==> src/rtl/bcd_seq_ctrl.sv <==
// ---------------------------------------------------------------------------
// bcd_seq_ctrl
//   Sequential binary-to-BCD converter (shift-and-add-3 / double dabble) for
//   the calculator display path. One operand bit is consumed per clock.
//   Signed operands are converted to magnitude + sign; results that do not
//   fit in DIGITS decimal digits saturate to all nines with overflow set.
//
// Handshake (valid/ready style):
//   start is sampled only while the FSM is IDLE (busy=0); the edge where
//   start=1 and busy=0 accepts _input/is_signed. start at any other time is
//   ignored and not queued. done is a one-cycle pulse marking the cycle in
//   which bcd_out/negative/overflow first carry the new result; those outputs
//   then hold until the next done or reset.
//
// Ports:
//   clk        system clock, rising edge
//   reset      asynchronous, active-high reset
//   start      conversion request (sampled in IDLE only)
//   _input     operand, WIDTH bits
//   is_signed  1 = _input is two's complement
//   busy       high whenever the FSM is not IDLE
//   done       one-cycle result pulse (registered)
//   bcd_out    DIGITS BCD digits, digit k at [4k+3:4k], digit 0 = units
//   negative   result sign (forced 0 for a zero result)
//   overflow   magnitude exceeded 10^DIGITS-1 (bcd_out saturated to 9s)
//   state_dbg  current FSM state (IDLE=0, LOAD=1, SHIFT=2, DONE=3)
// ---------------------------------------------------------------------------
module bcd_seq_ctrl #(
   parameter int WIDTH  = 32,
   parameter int DIGITS = 3
) (
   input  logic                  clk,
   input  logic                  reset,
   input  logic                  start,
   input  logic [WIDTH-1:0]      _input,
   input  logic                  is_signed,
   output logic                  busy,
   output logic                  done,
   output logic [4*DIGITS-1:0]   bcd_out,
   output logic                  negative,
   output logic                  overflow,
   output logic [1:0]            state_dbg
);

   localparam logic [1:0] S_IDLE  = 2'd0;
   localparam logic [1:0] S_LOAD  = 2'd1;
   localparam logic [1:0] S_SHIFT = 2'd2;
   localparam logic [1:0] S_DONE  = 2'd3;

   localparam int              CW       = (WIDTH > 1) ? $clog2(WIDTH) : 1;
   localparam logic [CW-1:0]   CNT_LAST = CW'(WIDTH - 1);

   logic [1:0]          state;
   logic [WIDTH-1:0]    in_q;
   logic                sgn_q;
   logic [WIDTH-1:0]    mag;
   logic [4*DIGITS-1:0] bcd;
   logic                ovf;
   logic                neg_w;
   logic [CW-1:0]       cnt;

   logic [4*DIGITS-1:0] bcd_adj;
   logic [4*DIGITS-1:0] bcd_nxt;
   logic [WIDTH-1:0]    mag_nxt;
   logic                ovf_nxt;
   logic [4*DIGITS-1:0] bcd_final;
   logic                result_zero;

   assign busy      = (state != S_IDLE);
   assign state_dbg = state;

   // One double-dabble step: add 3 to every digit >= 5, then shift.
   // A top digit >= 8 after the add would lose its MSB on the shift, which is
   // exactly the case where the value no longer fits in DIGITS digits.
   always_comb begin
      bcd_adj = bcd;
      for (int k = 0; k < DIGITS; k++) begin
         if (bcd[4*k +: 4] >= 4'd5)
            bcd_adj[4*k +: 4] = bcd[4*k +: 4] + 4'd3;
      end
      ovf_nxt     = ovf | bcd_adj[4*DIGITS-1];
      bcd_nxt     = {bcd_adj[4*DIGITS-2:0], mag[WIDTH-1]};
      mag_nxt     = {mag[WIDTH-2:0], 1'b0};
      bcd_final   = ovf_nxt ? {DIGITS{4'h9}} : bcd_nxt;
      result_zero = (bcd_nxt == '0) && !ovf_nxt;
   end

   always_ff @(posedge clk or posedge reset) begin
      if (reset) begin
         state    <= S_IDLE;
         in_q     <= '0;
         sgn_q    <= 1'b0;
         mag      <= '0;
         bcd      <= '0;
         ovf      <= 1'b0;
         neg_w    <= 1'b0;
         cnt      <= '0;
         done     <= 1'b0;
         bcd_out  <= '0;
         negative <= 1'b0;
         overflow <= 1'b0;
      end else begin
         done <= 1'b0;
         case (state)
            S_IDLE: begin
               if (start) begin
                  in_q  <= _input;
                  sgn_q <= is_signed;
                  state <= S_LOAD;
               end
            end
            S_LOAD: begin
               // The most-negative operand negates to itself, which read as
               // unsigned is the correct magnitude 2^(WIDTH-1).
               if (sgn_q && in_q[WIDTH-1]) begin
                  mag   <= (~in_q) + WIDTH'(1);
                  neg_w <= 1'b1;
               end else begin
                  mag   <= in_q;
                  neg_w <= 1'b0;
               end
               bcd   <= '0;
               ovf   <= 1'b0;
               cnt   <= '0;
               state <= S_SHIFT;
            end
            S_SHIFT: begin
               bcd <= bcd_nxt;
               mag <= mag_nxt;
               ovf <= ovf_nxt;
               cnt <= cnt + CW'(1);
               if (cnt == CNT_LAST) begin
                  // Publish from the final step's values so the outputs are
                  // already valid in the cycle done is high.
                  done     <= 1'b1;
                  bcd_out  <= bcd_final;
                  negative <= neg_w && !result_zero;
                  overflow <= ovf_nxt;
                  state    <= S_DONE;
               end
            end
            S_DONE: begin
               state <= S_IDLE;
            end
            default: begin
               state <= S_IDLE;
            end
         endcase
      end
   end

endmodule
==> config.mk <==
export PLATFORM = sky130hd
export DESIGN_NAME = bcd_seq_ctrl
export DESIGN_NICKNAME = d
export VERILOG_FILES = /design/src/rtl/bcd_seq_ctrl.sv
export SDC_FILE = /design/constraint.sdc
export NUM_CORES = 1
export LEC_CHECK = 0
export CAP_MARGIN = 10
export CORE_MARGIN = 10
export CORE_UTILIZATION = 52
export DETAILED_ROUTE_END_ITERATION = 16
export PLACE_DENSITY = 0.77
export SLEW_MARGIN = 15
export SYNTH_ARGS = -nofsm -noshare
export SYNTH_HDL_FRONTEND = slang
export SYNTH_SLANG_ARGS = --single-unit
==> constraint.sdc <==
create_clock -name clk -period 3.1 [get_ports clk]
set_clock_uncertainty 0.1 [all_clocks]
set_input_delay 0.465 -clock clk [delete_from_list [all_inputs] [get_ports clk]]
set_output_delay 0.465 -clock clk [all_outputs]
set_load 0.05 [all_outputs]
# Yosys cells after proc, flatten, opt, wreduce, memory -nomap -nowiden
# Index checks and enable logic that the tools add are counted.
# word_totals
ff_bits	101
in_bits	36
output_inout_bits	18
wordCells	55
# classes
addsub	5
n_lt_le_gt_ge	3
n_eq_ne	6
mux	15
bitwise	2
n_reduce_logical	12
# ops
op	count
$pmux W32 S2	1
$add A32 B1 Y32 const B	1
$mux W32	1
$not A32 Y32	1
$pmux W12 S2	1
$add A4 B2 Y4 const B	3
$ge A4 B3 Y1 const B	3
$logic_not A12 Y1	1
$mux W12	1
$mux W4	3
$pmux W5 S2	1
$pmux W2 S4	1
$reduce_and A2 Y1	3
$add A5 B1 Y5 const B	1
$eq A5 B5 Y1 const B	1
$eq A2 B2 Y1 const B	2
$mux W2	2
$ne A2 B2 Y1 const B	2
$reduce_bool A2 Y1	2
$logic_and A1 B1 Y1	3
$mux W1	3
$eq A2 B1 Y1 const B	1
$logic_not A1 Y1	2
$logic_not A2 Y1	1
2 further kinds	2

# Depth between registers and ports, before layout
# logic_depth
depth_word	7
ltp_mapped	8
depth_no_buf	8

# Least setup slack after synthesis
# OpenSTA, ideal clock, no wires.
# synth_path
kind	register to register
startpoint	register state[0], in the netlist state_dbg[0]
endpoint	register bcd[11]
setup_ps	137
t_arrival_ps	2010
required_ps	2863
setup_slack_ps	854
stages_incl_launch_ff	7
n_path_buf	3
period_less_slack_ps	2246
path_cell_list	dfrtp_1 inv_1 ha_1 clkbuf_1 clkbuf_1 buf_1 o22ai_1
# synth_via
elab_chain_len	2
word_cells_on_any_way	4
classes_between	eq/ne: 2; mux: 1; reduce/logical: 1
# synth_rtl
element	line	rtl
from (decl)	53	logic [1:0] state;
from (signal assigned)	90	state <= S_IDLE;
from (signal assigned)	109	state <= S_LOAD;
from (signal assigned)	125	state <= S_SHIFT;
$eq A2 B2 Y1 or $eq A2 B1 Y1 (tied branches)	104	case (state)
$pmux W12 S2 or $reduce_bool A2 Y1 (tied branches)	--	
to (signal assigned)	128	bcd <= bcd_nxt;
to (decl)	57	logic [4*DIGITS-1:0] bcd;
# Parallel ways exist; a longest one is shown, timed or not.
# A chain may end at the register's enable or synchronous reset.

# Worst setup path after layout
# layout_path
startpoint	register state[0], in the netlist state_dbg[0]
endpoint	output port busy
# layout_via
elab_chain_len	1
# layout_rtl
element	line	rtl
$reduce_bool A2 Y1	69	assign busy = (state != S_IDLE);
to (decl)	37	output logic busy,
# No other way between the ends.

==> metrics.yaml <==
outcome: "finished clean"
worstReg2RegEnd: "mag[27]"
grt_pass1_wl_mm: 19.35
grt_pass1_vias: 3939
clk_pin_slew_ns: 0.09
placed_area_mm2: 0.005907
leakagePower_nw: 2.536
maxCapViolCount: 0
design.final.nets: 622
synth_area_mm2: 0.005250
p_seq_frac: 0.389
rsz0062_at_grt: "no"
swShare: 0.4138
grt_max_degree: 81
grtUsageTotal: 0.1587
setup_violations: 0
r2r_setup_slack_ns: 0.65
p_int_mw: 3.443
end_kind: "output pin"
vias_per_cell: 5.657
hold_class: "input port to async pin"
hold_viol: 0
yosys_warnings: 0
r2r-start: "in_q[0]"
synthFlopType: "dfrtp_1"
crit_path_start_kind: "flip-flop"
max_slew_margin: 0.4907
die_y_um: 120.5
r2r_cells: 5
routed_wl_mm: 11.17
layout_common_cells: "101 x dfrtp_1, 54 x o21ai_0, 53 x clkdlybuf4s50_1, 45 x nand2_1, 42 x inv_1"
ys_types: 47
power-per-cell-area_mw_per_mm2: 964.9
rows: 36
critPathArrivalTime_ns: 1.97
min_period_over_period: 0.8173
final.fill_count: 883
overflow: 0
dpl.hpwl_mm: 8.082
post-route-drc-count: 0
crit_path_frequent_cell: "inv_1"
initial_core_util: 0.5347
maxSlewViolCount: 0
worstSkewPairLatency_ns: 0.36
synth_top_area_frac: 0.4814
final_cell_area_mm2: 0.006087
crit_slowest_cell: "clkdlybuf4s50_1"
layout_setup_ws_ns: 0.5664
synth_seq_area_share: 0.4814
p_sw_mw: 2.430
cts_buffers: 9
avgSynthCellArea_um2: 9.887
cts_hold_buf: 0
antennaDiodeCount: 0
via_count: 4011
place_ws_ns: 0.6585
final_common_cell: "dfrtp_1"
critPathKind: "flip-flop to output pin"
totalPowerFinal_mw: 5.874
die_width_um: 120.5
worstPathRequired_ns: 2.53
cts_repair_resize_count: 0
antenna_found_initial: 0
core-area_mm2: 0.009819
cts_tree: "yes"
io_pins: 54
hold_ws_ns: 0.3640
ys_async_sr_fraction: 1.000
power_frac_clock: 0.138
fmaxAchievable_mhz: 394.7
io_buffers: 53
synth_seq_cells: 101
drtPass1Iterations: 9
combinationalPowerShare: 0.473
tns_ns: 0
synthTopCellsByArea: "dfrtp_1 48%, mux2_2 8.2%, o21ai_0 5.1%"
wl_per_cell_um: 15.75
period_minus_slack_ns: 2.534
synth.net_count: 580
synth_edf_count: 0
vdd_drop_max_mv: 0.4894
syn_inst: 531
area_growth_syn_to_layout_pct: 15.94
synth_top_cell_by_area: "dfrtp_1"
slowest_delay_ns: 0.80
tightest_slew_ns: 0.7621
drtIter0Drc: 237
die-area_mm2: 0.01452
cts_sinks: 101
path_cells: "inv_1, ha_2, inv_1, clkdlybuf4s50_1"
ant_nets: 0
cts_post_setup_buffers_inserted: 0
drive_above_1_share: 0.1146
clockBufferDepth: 2
htreeDepth: 3
root_buffer: "clkbuf_8"
finalWeightedCongestion: 0.8531
critical_path.max_fanout: 4
==> per-layer routing <==
| metal | GRT usage | vias to the layer above | part of all wire |
|---|---|---|---|
| li1 | - | 1972 | - |
| met3 | 0.03257 | 9 | 0.051 |
| met5 | 0 | - | 0 |
| met4 | 0.06335 | 0 | 0.011 |
| met1 | 0.2108 | 1914 | 0.47 |
| met2 | 0.2486 | 116 | 0.46 |
==> power groups by stage <==
stage               logic [mW]  clock network [mW]  registers (mW)
global placement          2.69                   0            2.27
CTS                       2.79               0.834            2.27
floorplan                 2.18                   0            2.20
detailed placement        2.77                   0            2.30
global route              3.13               0.888            2.36
finish                    2.78               0.811            2.28
==> synth_stat cells (3+ instances only) <==
library cell  instances
nor3b_1               6
nand3_1              23
nor3_1               11
xor2_1                5
mux2_2               38
o22ai_1              15
or4_1                 4
nand2_1              45
o31ai_1               9
mux2i_1               7
inv_1                43
xnor2_1              23
a41oi_1               5
o21ai_0              54
o221ai_1              7
a31oi_1              19
a21oi_1              16
buf_1                 5
clkbuf_1             23
nor2b_1               4
dfrtp_1             101
and3_1                3
ha_1                 13
nor2_1               18
nand2b_1              4
==> cell type report <==
class,count,area (µm²),area share
well taps,133,166.4,0.02734
clock inverters,2,35.03,0.005755
multi-input cells,356,2437,0.4004
clock buffers,12,145.1,0.02384
inverters,43,165.2,0.02713
repair buffers,62,610.6,0.1003
flip-flops and latches,101,2527,0.4152
==> cell families (layout without fill, tap and decap cells) <==
logic type / Yosys count / in the layout / share of synthesized area
adder cells (fa/ha/maj): 13 / 13 / 0.03098
multiplexers: 45 / 45 / 0.09485
AND/OR/NAND/NOR: 132 / 132 / 0.1304
buffers and inverters: 74 / 119 / 0.05481
flip-flops: 101 / 101 / 0.4814
AO/OA/AOI/OAI: 138 / 138 / 0.1609
XOR/XNOR: 28 / 28 / 0.04671
==> through the flow <==
stage                     std cells  utilization
after floorplan                 531            -
after global placement          695       0.6016
after detailed placement        695       0.6016
after CTS                       709       0.6199
after global routing            709       0.6199
final                           709       0.6199
==> worst max-delay path by stage <==
stage                      start      end  slack, ns  cells after the start
detailed placement       in_q[0]  mag[27]       0.66                      5
CTS                 state_dbg[0]     busy       0.53                      4
finish              state_dbg[0]     busy       0.57                      4
global route        state_dbg[0]     busy       0.46                      4
global placement         in_q[0]  mag[27]       0.73                      5
floorplan           state_dbg[0]  bcd[11]       0.85                      6
==> flip-flops by register name, indices dropped and copies added (netlist names), 2 cells and up <==
signal,count
bcd,12
in_q,32
state_dbg,2
bcd_out,12
cnt,5
mag,32
==> worst max-delay path, delay by kind of cell, from the launching register on <==
family     cells  cell delay [ns]
buf+inv        3             0.97
fa+ha+maj      1             0.21
flops          1             0.43
No activity file was read; power rests on OpenSTA's default activity.
